### src/rtl/uart_rx_mmio.sv
// uart_rx_mmio: 8N1 UART receiver with a one-byte holding register,
// polled by the core through a valid/read handshake, plus sticky
// framing-error and overrun flags.
module uart_rx_mmio #(
    parameter int unsigned CLKS_PER_BIT = 434
) (
    input  logic       clk,
    input  logic       rst,
    input  logic       UART_Rx,
    input  logic       rd_en,
    input  logic       err_clr,
    output logic [7:0] rx_data,
    output logic       rx_valid,
    output logic       rx_busy,
    output logic       frame_err,
    output logic       overrun
);

    localparam int unsigned CW = $clog2(CLKS_PER_BIT);
    localparam logic [CW-1:0] CNT_LAST  = CW'(CLKS_PER_BIT - 1);
    localparam logic [CW-1:0] HALF_LAST = CW'(CLKS_PER_BIT / 2 - 1);

    localparam logic [1:0] S_IDLE  = 2'd0;
    localparam logic [1:0] S_START = 2'd1;
    localparam logic [1:0] S_DATA  = 2'd2;
    localparam logic [1:0] S_STOP  = 2'd3;

    logic          sync1_q, rx_s_q, rx_prev_q;
    logic [1:0]    state_q, state_d;
    logic [CW-1:0] cnt_q, cnt_d;
    logic [2:0]    idx_q, idx_d;
    logic [7:0]    shift_q, shift_d;
    logic [7:0]    rx_data_q;
    logic          rx_valid_q, frame_err_q, overrun_q;
    logic          start_det, load_evt, ferr_evt;

    // Two-flop synchronizer plus one delay stage for falling-edge detection.
    always_ff @(posedge clk) begin
        if (rst) begin
            sync1_q   <= 1'b1;
            rx_s_q    <= 1'b1;
            rx_prev_q <= 1'b1;
        end else begin
            sync1_q   <= UART_Rx;
            rx_s_q    <= sync1_q;
            rx_prev_q <= rx_s_q;
        end
    end

    assign start_det = rx_prev_q & ~rx_s_q;

    // Frame FSM next-state: bit timing, bit index and shift register.
    always_comb begin
        state_d  = state_q;
        cnt_d    = cnt_q;
        idx_d    = idx_q;
        shift_d  = shift_q;
        load_evt = 1'b0;
        ferr_evt = 1'b0;
        case (state_q)
            S_IDLE: begin
                if (start_det) begin
                    state_d = S_START;
                    cnt_d   = '0;
                end
            end
            S_START: begin
                if (cnt_q == HALF_LAST) begin
                    cnt_d = '0;
                    idx_d = '0;
                    state_d = rx_s_q ? S_IDLE : S_DATA;
                end else begin
                    cnt_d = cnt_q + 1'b1;
                end
            end
            S_DATA: begin
                if (cnt_q == CNT_LAST) begin
                    cnt_d          = '0;
                    shift_d[idx_q] = rx_s_q;
                    idx_d          = idx_q + 1'b1;
                    if (idx_q == 3'd7) state_d = S_STOP;
                end else begin
                    cnt_d = cnt_q + 1'b1;
                end
            end
            default: begin
                if (cnt_q == CNT_LAST) begin
                    cnt_d    = '0;
                    state_d  = S_IDLE;
                    load_evt = rx_s_q;
                    ferr_evt = ~rx_s_q;
                end else begin
                    cnt_d = cnt_q + 1'b1;
                end
            end
        endcase
    end

    // Frame FSM state registers.
    always_ff @(posedge clk) begin
        if (rst) begin
            state_q <= S_IDLE;
            cnt_q   <= '0;
            idx_q   <= '0;
            shift_q <= '0;
        end else begin
            state_q <= state_d;
            cnt_q   <= cnt_d;
            idx_q   <= idx_d;
            shift_q <= shift_d;
        end
    end

    // Holding register and sticky flags; a flag set beats err_clr.
    always_ff @(posedge clk) begin
        if (rst) begin
            rx_data_q   <= '0;
            rx_valid_q  <= 1'b0;
            frame_err_q <= 1'b0;
            overrun_q   <= 1'b0;
        end else begin
            if (err_clr) begin
                frame_err_q <= 1'b0;
                overrun_q   <= 1'b0;
            end
            if (ferr_evt) frame_err_q <= 1'b1;
            if (load_evt) begin
                if (!rx_valid_q || rd_en) begin
                    rx_data_q  <= shift_q;
                    rx_valid_q <= 1'b1;
                end else begin
                    overrun_q <= 1'b1;
                end
            end else if (rd_en) begin
                rx_valid_q <= 1'b0;
            end
        end
    end

    assign rx_data   = rx_data_q;
    assign rx_valid  = rx_valid_q;
    assign rx_busy   = (state_q != S_IDLE);
    assign frame_err = frame_err_q;
    assign overrun   = overrun_q;

endmodule

### config.mk
export PLATFORM = sky130hd
export DESIGN_NAME = uart_rx_mmio
export DESIGN_NICKNAME = d
export VERILOG_FILES = /design/src/rtl/uart_rx_mmio.sv
export SDC_FILE = /design/constraint.sdc
export NUM_CORES = 1
export LEC_CHECK = 0
export ABC_CLOCK_PERIOD_IN_PS = 2400
export CAP_MARGIN = 25
export CORE_MARGIN = 8
export CORE_UTILIZATION = 40
export CTS_BUF_LIST = sky130_fd_sc_hd__clkbuf_8
export DETAILED_ROUTE_END_ITERATION = 16
export HOLD_SLACK_MARGIN = 0.15
export PLACE_DENSITY = 0.71
export SLEW_MARGIN = 10
export SYNTH_ARGS = -nofsm -noshare
export SYNTH_HDL_FRONTEND = slang
export SYNTH_SLANG_ARGS = --single-unit
export TNS_END_PERCENT = 1
### constraint.sdc
create_clock -name clk -period 2.4 [get_ports clk]
set_input_delay 0.36 -clock clk [delete_from_list [all_inputs] [get_ports clk]]
set_output_delay 0.36 -clock clk [all_outputs]
set_load 0.1 [all_outputs]
==> metrics.cfg, run 1 <==
[power_and_ir_drop]
p_clk_frac = 0.442
peakVddDrop_mv = 0.279
power_leakage_nw = 0.787
internal_power_w = 0.000932
sequentialPowerShare = 0.507
powerDensity_nw_per_um2 = 573
switchingPower_w = 0.000267
switching_share = 0.222
combPwrFrac = 0.052

[cts]
cts_setup_buffers = 0
post_cts_resized = 0
tritoncts = yes
cts_sinks = 36
htreeDepth = 2
cts_made_buffers = 5
cts.path.max_buffers = 2
root_buffer = clkbuf_8
clk_pin_slew_ns = 0.07
clkLatencyLatePin_ns = 0.29
cts_hold_buf = 0

[sta]
skew_ns = 0.00606
fin_crit_ns = 1.94
period_share = 0.809
finalSetupViolCount = 0
finalSetupTns_ns = 0
slew_headroom = 0.523
finalHoldViolations = 0
report.final.slew_viol_count = 0
max_freq_ghz = 0.515
worst_slew_pin_slew_ns = 0.708
setup_slack_ns = 0.459
rsz0062_at_grt = no

[synthesis]
yosys_warnings = 0
ys_types = 40
seq_area_frac_synth = 0.404
synth_flop_cell = dfxtp_1
async_reset_ff_frac = 0
syn_avg_cell_area_um2 = 8.92
synth-seq-cells = 36
synth_cells = 200
syn_nets = 210
netlist_area_um2 = 1780
synth_edf_count = 0

[die]
initial_core_util = 0.413
die_w_um = 82.8
die_area_um2 = 6850
fp.dieH_um = 82.8
rows = 24
boundaryPins = 17
core-area_um2 = 4320

[layout]
layout_common_cells = 36 x dfxtp_1, 20 x nor2_1, 15 x mux2i_1, 15 x buf_4, 12 x a21oi_1
diodes = 0
register_area_um2 = 721
final_area_um2 = 2090
final_nets = 228
multiInputGateArea_um2 = 983
final_layout_size_suffix_gt1_frac = 0.164
syn_to_final_growth_pct = 17.2
final_common_cell = dfxtp_1
nFillCells = 441

[route]
drcViolationCount = 0
drt-wirelength-per-cell_um = 14.1
wirelength_um = 3820
dr_total_vias = 1535
viasPerCell = 5.66
firstDrtPassIters = 4
detail_route.iter0.violations = 171
ant_nets = 0

[worst_setup_path]
arrival_ns = 2.16
worst-path-max-fanout = 7
r2r_slack_ns = 0.46
crit_path_end_kind = flop
cp-start-kind = flop
crit_required_ns = 2.62
critPathKind = flop to flop

[global_routing]
grt_pass1_vias = 1361
antenna_found_initial = 0
grt_max_degree = 26
grt_pass1_wl_um = 6390
overflow = 0
grt_use_total = 0.120

[min_path]
hp-class = flop to flop

[placed_design]
dpl_cell_area_um2 = 1980
hpwlAfterDp_um = 2660
portBuffers = 16
place_congestion = 0.828
place_ws_ns = 0.485

[status]
status = completed

[flow_run]
drv_cap = 0

[cell usage after synthesis, drive strengths merged (3+ instances only)]
| cell type | number | area, um2 |
|---|---|---|
| dfxtp | 36 | 721 |
| nor2 | 20 | 75.1 |
| mux2i | 15 | 150 |
| a21oi | 12 | 60.1 |
| nand2 | 11 | 41.3 |
| inv | 10 | 37.5 |
| nand2b | 10 | 62.6 |
| nand3 | 9 | 45.0 |
| o21ai | 8 | 40.0 |
| clkbuf | 7 | 26.3 |
| ha | 5 | 62.6 |
| nand4 | 5 | 31.3 |
| nor3 | 5 | 25.0 |
| a211oi | 4 | 30.0 |
| a31oi | 4 | 25.0 |
| o221ai | 4 | 35.0 |
| nor4 | 3 | 33.8 |
| o21a | 3 | 22.5 |
| or2 | 3 | 18.8 |
[power groups by stage]
| stage | combinational (W) | clock, W | sequential (W) |
|---|---|---|---|
| floorplan | 0.0000402 | 0 | 0.000619 |
| global placement | 0.0000613 | 0 | 0.000621 |
| global route | 0.0000681 | 0.000565 | 0.000608 |
| detailed placement | 0.0000619 | 0 | 0.000621 |
| CTS | 0.0000622 | 0.000535 | 0.000607 |
| finish | 0.0000619 | 0.000529 | 0.000607 |
[per-layer routing]
layer | global-route usage | share of wire
met1 | 0.158 | 0.49
met2 | 0.179 | 0.45
met3 | 0.0366 | 0.051
met4 | 0.0431 | 0.014
met5 | 0 | 0
[cell families after synthesis]
kind of cell / after synthesis / synth area share
AO/OA/AOI/OAI: 46 / 0.170
flip-flops: 36 / 0.404
multiplexers: 15 / 0.0841
AND/OR/NAND/NOR: 79 / 0.262
buffers and inverters: 19 / 0.0449
adder cells (fa/ha/maj): 5 / 0.0351
[layout make-up]
type	count	share of cell area
inverter	10	0.0180
multi-input combinational	145	0.470
clock inverter	3	0.0203
sequential	36	0.345
timing repair buffer	20	0.0826
clock buffer	5	0.0329
tap	52	0.0311
[stage by stage]
step                      power, W  utilization  hold slack, ns  std cells
after floorplan           0.000660            -           0.389        200
after global placement    0.000682        0.458           0.392        263
after detailed placement  0.000683        0.458           0.399        263
after CTS                  0.00120        0.484           0.416        271
after global routing       0.00124        0.484           0.441        271
final                      0.00120        0.484           0.414        271
[path summary, 6_finish.rpt]
path / from / end / cells after the start
setup / recovery: cnt_q[0]$_SDFFE_PP0P_ / cnt_q[5]$_SDFFE_PP0P_ / 7
hold / removal: sync1_q$_SDFF_PP1_ / rx_s_q$_SDFF_PP1_ / 1
hold reg to reg: sync1_q$_SDFF_PP1_ / rx_s_q$_SDFF_PP1_ / 1
setup reg to reg: cnt_q[0]$_SDFFE_PP0P_ / cnt_q[5]$_SDFFE_PP0P_ / 7
[worst max-delay path: stages, from the launching register on]
cell and delay [ns]:
dfxtp_1 0.44, inv_1 0.07, ha_1 0.19, and4b_1 0.22, a21oi_1 0.40, buf_4 0.23
o221ai_1 0.13, a31oi_1 0.19
[registers in the layout, summed over array words and instances (netlist names)]
register and cells:
cnt_q 9, frame_err 1, idx_q 3, overrun 1
rx_data 8, rx_prev_q 1, rx_s_q 1, rx_valid 1
shift_q 8, state_q 2, sync1_q 1
Note: power is estimated with default switching activity, not from simulation.
==> run 2, diff against run 1 <==
--- a/config.mk
+++ b/config.mk
@@ -5,7 +5,7 @@
 export SDC_FILE = /design/constraint.sdc
 export NUM_CORES = 1
 export LEC_CHECK = 0
-export ABC_CLOCK_PERIOD_IN_PS = 2400
+export ABC_CLOCK_PERIOD_IN_PS = 1810
 export CAP_MARGIN = 25
 export CORE_MARGIN = 8
 export CORE_UTILIZATION = 40
==> constraint.sdc (replaced) <==
create_clock -name clk -period 1.81 [get_ports clk]
set_input_delay 0.2715 -clock clk [delete_from_list [all_inputs] [get_ports clk]]
set_output_delay 0.2715 -clock clk [all_outputs]
set_load 0.1 [all_outputs]
==> run 2 against run 1 <==
  * Core utilization rose by 1.9 points
  * Hold slack better by 0.0083 ns
  * Cell count up 3.0%
  * Via count fell by 0.33%
  * Worst setup slack lost 0.36 ns
  * Clock skew fell by 0.00081 ns
  * Sequential share of layout area down 1.3 points
  * Critical path type unchanged
  * Critical endpoint is now rx_data[1]$_SDFFE_PP0P_
==> metrics.cfg, run 2 (synthesized netlist as in run 1, its figures left out) <==
[status]
status = completed

[layout]
final_common_cell = dfxtp_1
final_area_um2 = 2170  ; +3.9%
final_layout_size_suffix_gt1_frac = 0.203  ; +0.0383
largest_reg_flops = 9  ; unchanged
final_core_util = 0.503  ; +0.0191
final_nets = 236  ; +3.5%
diodes = 0  ; unchanged
max_flop_register = cnt_q
layout_common_cells = 35 x dfxtp_1, 21 x buf_4, 20 x nor2_1
nFillCells = 444  ; +0.68%
syn_to_final_growth_pct = 21.8

[worst_setup_path]
critPathKind = flop to flop
arrival_ns = 1.89  ; -0.27 ns
crit_required_ns = 1.99  ; -0.63 ns
rr_worst_depth = 7  ; unchanged
crit_path_end_kind = flop
worst-path-max-fanout = 8  ; +1
crit_start = cnt_q[1]$_SDFFE_PP0P_
cp-start-kind = flop
r2r_slack_ns = 0.10  ; -0.36 ns
reg2reg_to = rx_data[1]$_SDFFE_PP0P_
r2r_start = cnt_q[1]$_SDFFE_PP0P_
cp-endpoint = rx_data[1]$_SDFFE_PP0P_

[route]
firstDrtPassIters = 5  ; +1
wirelength_um = 3920  ; +2.4%
drcViolationCount = 0  ; unchanged
dr_total_vias = 1530  ; -0.33%
ant_nets = 0  ; unchanged
drt-wirelength-per-cell_um = 14.0  ; -0.51%
viasPerCell = 5.48  ; -3.2%
detail_route.iter0.violations = 85  ; -50%

[global_routing]
met3_usage = 0.0377  ; +0.00108
grt.busiest_layer = met2
grt_pass1_wl_um = 6530  ; +2.3%
grt_use_met1 = 0.148  ; -0.00974
antenna_found_initial = 0  ; unchanged
grt_max_degree = 20  ; -23%
grt_use_total = 0.122  ; +0.00239
overflow = 0  ; unchanged
met2_usage = 0.190  ; +0.0109
grt_pass1_vias = 1451  ; +6.6%

[cts]
clk_pin_slew_ns = 0.07  ; about the same
cts_setup_buffers = 0  ; unchanged
cts.path.max_buffers = 2  ; unchanged
cts_made_buffers = 5  ; unchanged
clkLatencyLatePin_ns = 0.28  ; about the same
root_buffer = clkbuf_8
tritoncts = yes
cts_sinks = 36  ; unchanged
cts_hold_buf = 0  ; unchanged
htreeDepth = 2  ; unchanged

[sta]
skew_ns = 0.00525  ; -0.000812 ns
setup_slack_ns = 0.101  ; -0.358 ns
max_freq_ghz = 0.585  ; +14%
finalSetupViolCount = 0  ; unchanged
finalHoldViolations = 0  ; unchanged
report.final.slew_viol_count = 0  ; unchanged
finalSetupTns_ns = 0  ; unchanged
worst_slew_pin_slew_ns = 0.380  ; -0.329 ns
fin_crit_ns = 1.71  ; -0.232 ns
slew_headroom = 0.740  ; +0.217
rsz0062_at_grt = no
period_share = 0.944  ; +0.135

[die]
fp.dieH_um = 82.8  ; unchanged
boundaryPins = 17  ; unchanged
die_area_um2 = 6850  ; unchanged
rows = 24  ; unchanged
initial_core_util = 0.413  ; unchanged
core-area_um2 = 4320  ; unchanged
die_w_um = 82.8  ; unchanged

[placed_design]
place_ws_ns = 0.0908  ; -0.394 ns
hpwlAfterDp_um = 2890  ; +8.9%
dpl_cell_area_um2 = 2050  ; +3.7%
portBuffers = 16  ; unchanged
place_congestion = 0.868  ; +4.9%

[min_path]
hp-class = flop to flop

[power_and_ir_drop]
peakVddDrop_mv = 0.367  ; +32%
powerDensity_nw_per_um2 = 724  ; +26%
power_leakage_nw = 0.838  ; +6.5%

[flow_run]
drv_cap = 0  ; unchanged

run 2: changes by cell type in the layout (fill, tap and decap cells not counted), sizes merged:
cell      change
clkinvlp      -1
inv           +1
buf           +8
run 2: worst min path at each step:
stage / from / to / slack, ns / depth (start not counted)
final: sync1_q$_SDFF_PP1_ / rx_s_q$_SDFF_PP1_ / 0.42 / 1
after global routing: sync1_q$_SDFF_PP1_ / rx_s_q$_SDFF_PP1_ / 0.45 / 1
after CTS: sync1_q$_SDFF_PP1_ / rx_s_q$_SDFF_PP1_ / 0.43 / 1
after detailed placement: sync1_q$_SDFF_PP1_ / rx_s_q$_SDFF_PP1_ / 0.40 / 1
after global placement: sync1_q$_SDFF_PP1_ / rx_s_q$_SDFF_PP1_ / 0.39 / 1
after floorplan: UART_Rx / sync1_q$_SDFF_PP1_ / 0.38 / 1
run 2: report_power, final:
group          switching (W)  internal, W  total (W)
Sequential        0.00000640     0.000798   0.000804
Combinational      0.0000542    0.0000389  0.0000931
Clock               0.000273     0.000403   0.000675
Total               0.000333      0.00124    0.00157
run 2: critical path, stage by stage, from the launching register on:
cell	delay [ns]
dfxtp_2	0.34
inv_1	0.08
ha_1	0.17
nand4b_2	0.21
nor4_4	0.33
buf_6	0.20
mux2i_1	0.21
nor2_1	0.05
run 2: through the flow:
step | total power (W) | std cells | hold WS (ns)
after floorplan | 0.000875 | 200 | 0.375
after global placement | 0.000914 | 271 | 0.394
after detailed placement | 0.000916 | 271 | 0.404
after CTS | 0.00159 | 279 | 0.431
after global routing | 0.00163 | 279 | 0.454
final | 0.00157 | 279 | 0.422
run 2: what timing repair did:
action,4_1_cts,5_1_grt
endpoints found under the setup margin,0,10
hold endpoints to repair,0,0
gates resized for setup,0,4
run 2: layout make-up:
class / instances / area, um2 / share of cell area
multi-input combinational: 145 / 992 / 0.457
sequential: 36 / 722 / 0.332
timing repair buffer: 28 / 249 / 0.115
clock buffer: 5 / 68.8 / 0.0317
tap: 52 / 65.1 / 0.0299
clock inverter: 3 / 38.8 / 0.0178
inverter: 10 / 37.5 / 0.0173
run 2: metal layers:
metal | vias to the layer above | routed length [um]
li1 | 778 | -
met1 | 716 | 1830
met2 | 28 | 1840
met3 | 8 | 162
met4 | 0 | 82
met5 | - | 0
==> run 3, diff against run 2 <==
--- a/config.mk
+++ b/config.mk
@@ -5,14 +5,15 @@
 export SDC_FILE = /design/constraint.sdc
 export NUM_CORES = 1
 export LEC_CHECK = 0
-export ABC_CLOCK_PERIOD_IN_PS = 1810
+export ABC_CLOCK_PERIOD_IN_PS = 1400
 export CAP_MARGIN = 25
 export CORE_MARGIN = 8
 export CORE_UTILIZATION = 40
 export CTS_BUF_LIST = sky130_fd_sc_hd__clkbuf_8
 export DETAILED_ROUTE_END_ITERATION = 16
 export HOLD_SLACK_MARGIN = 0.15
-export PLACE_DENSITY = 0.71
+export PLACE_DENSITY = 0.73
+export REMOVE_ABC_BUFFERS = 1
 export SLEW_MARGIN = 10
 export SYNTH_ARGS = -nofsm -noshare
 export SYNTH_HDL_FRONTEND = slang
==> constraint.sdc (replaced) <==
create_clock -name clk -period 1.4 [get_ports clk]
set_input_delay 0.21 -clock clk [delete_from_list [all_inputs] [get_ports clk]]
set_output_delay 0.21 -clock clk [all_outputs]
set_load 0.1 [all_outputs]
==> run 3 against run 2 <==
  * The run now ends with setup timing left
  * Cell count up 9.3%
  * Flip-flop and latch count unchanged
  * Design area up 21%
  * Fmax up 12%
  * Sequential share of layout area down 5.5 points
  * Die area unchanged
  * Critical endpoint is now cnt_q[4]$_SDFFE_PP0P_
==> metrics.cfg, run 3 (synthesized netlist as in run 1, its figures left out) <==
[sta]
worst_slew_pin_slew_ns = 0.450  ; +0.0699 ns
finalSetupTns_ns = -2.02  ; -2.02 ns
skew_ns = 0.00405  ; -0.00119 ns
finalHoldViolations = 0  ; unchanged
max_freq_ghz = 0.654  ; +12%
rsz0062_at_grt = yes
finalSetupViolCount = 28  ; +28
fin_crit_ns = 1.53  ; -0.180 ns
setup_slack_ns = -0.128  ; -0.230 ns
period_share = 1.09  ; +0.148
hold_slack_ns = 0.410  ; -0.0122 ns
slew_headroom = 0.700  ; -0.0401
report.final.slew_viol_count = 0  ; unchanged

[worst_setup_path]
arrival_ns = 1.70  ; -0.19 ns
crit_required_ns = 1.57  ; -0.42 ns
cp-start-kind = flop
crit_path_end_kind = flop
critPathKind = flop to flop
worst-path-max-fanout = 4  ; -4

[cts]
clk_pin_slew_ns = 0.07  ; about the same
tritoncts = yes
cts_sinks = 36  ; unchanged
htreeDepth = 2  ; unchanged
cts_made_buffers = 5  ; unchanged
root_buffer = clkbuf_8
cts_setup_buffers = 0  ; unchanged
cts.path.max_buffers = 2  ; unchanged
clkLatencyLatePin_ns = 0.29  ; about the same

[status]
failed_checks = setup timing
status = finished, violations left

[route]
drcViolationCount = 0  ; unchanged
ant_nets = 0  ; unchanged
viasPerCell = 5.49  ; about the same
wirelength_um = 4470  ; +14%
dr_total_vias = 1674  ; +9.4%
drt-wirelength-per-cell_um = 14.6  ; +4.3%
firstDrtPassIters = 4  ; -1
detail_route.iter0.violations = 116  ; +36%

[die]
initial_core_util = 0.413  ; unchanged
rows = 24  ; unchanged
die_area_um2 = 6850  ; unchanged
boundaryPins = 17  ; unchanged
fp.dieH_um = 82.8  ; unchanged
core-area_um2 = 4320  ; unchanged
die_w_um = 82.8  ; unchanged

[min_path]
hp-class = flop to flop

[layout]
largest_reg_flops = 9  ; unchanged
layout_common_cells = 32 x buf_4, 29 x dfxtp_1, 19 x nor2_1
diodes = 0  ; unchanged
final_common_cell = buf_4
final_core_util = 0.611  ; +0.108
final_layout_size_suffix_gt1_frac = 0.379  ; +0.177
max_flop_register = cnt_q
syn_to_final_growth_pct = 48.0
final_area_um2 = 2640  ; +21%
final_nets = 262  ; +11%

[global_routing]
grt_pass1_vias = 1678  ; +16%
grt_use_total = 0.145  ; +0.0234
overflow = 0  ; unchanged
grt_max_degree = 17  ; -15%
grt_pass1_wl_um = 7680  ; +18%
antenna_found_initial = 0  ; unchanged

[placed_design]
hpwlAfterDp_um = 3090  ; +6.8%
portBuffers = 16  ; unchanged
dpl_cell_area_um2 = 2380  ; +16%
place_ws_ns = -0.245  ; -0.335 ns
place_congestion = 0.883  ; +1.7%

[power_and_ir_drop]
power_leakage_nw = 1.03  ; +23%
peakVddDrop_mv = 0.658  ; +80%
powerDensity_nw_per_um2 = 736  ; +1.7%

[flow_run]
drv_cap = 0  ; unchanged

-- run 3: critical path, cell delays in order, from the launching register on --
cell,delay [ns]
dfxtp_2,0.39
buf_4,0.14
and4b_1,0.25
nand2_1,0.16
a2111oi_4,0.39
a211oi_2,0.07
-- run 3: metal layers --
metal,routed length (um),global-route usage
met3,233,0.0377
met2,2030,0.235
met5,0,0
met1,2070,0.172
met4,132,0.0793
-- run 3: layout make-up --
cell class / instances / area, um2
fillers: 351 / 1680
repair buffers: 54 / 597
clock buffers: 6 / 82.6
well taps: 52 / 65.1
clock inverters: 2 / 11.3
flip-flops and latches: 36 / 732
inverters: 10 / 37.5
multi-input cells: 145 / 1110
-- run 3: path summary, 6_finish.rpt --
path / depth (start not counted) / slack [ns] / start / end
max: 5 / -0.13 / cnt_q[4]$_SDFFE_PP0P_ / cnt_q[4]$_SDFFE_PP0P_
min: 1 / 0.41 / sync1_q$_SDFF_PP1_ / rx_s_q$_SDFF_PP1_
max reg2reg: 5 / -0.13 / cnt_q[4]$_SDFFE_PP0P_ / cnt_q[4]$_SDFFE_PP0P_
min reg2reg: 1 / 0.41 / sync1_q$_SDFF_PP1_ / rx_s_q$_SDFF_PP1_
-- run 3: what timing repair did --
action / CTS / global route
endpoints found under the setup margin: 32 / 33
cloned: 1 / 0
pin swaps: 19 / 3
gates resized for setup: 35 / 12
hold buffers: 0 / 0
-- run 3: through the flow --
stage          total power, W  instances
2_1_floorplan         0.00112        191
3_3_place_gp          0.00119        296
3_5_place_dp          0.00119        296
4_1_cts               0.00197        305
5_1_grt               0.00202        305
6_report              0.00194        305
-- run 3: report_power, final --
group	total, W	internal [W]	switching (W)	leakage [nW]
sequential	0.00104	0.00103	0.00000852	0.294
combinational	0.000151	0.0000634	0.0000880	0.687
clock	0.000751	0.000392	0.000359	0.0486
total	0.00194	0.00149	0.000455	1.03
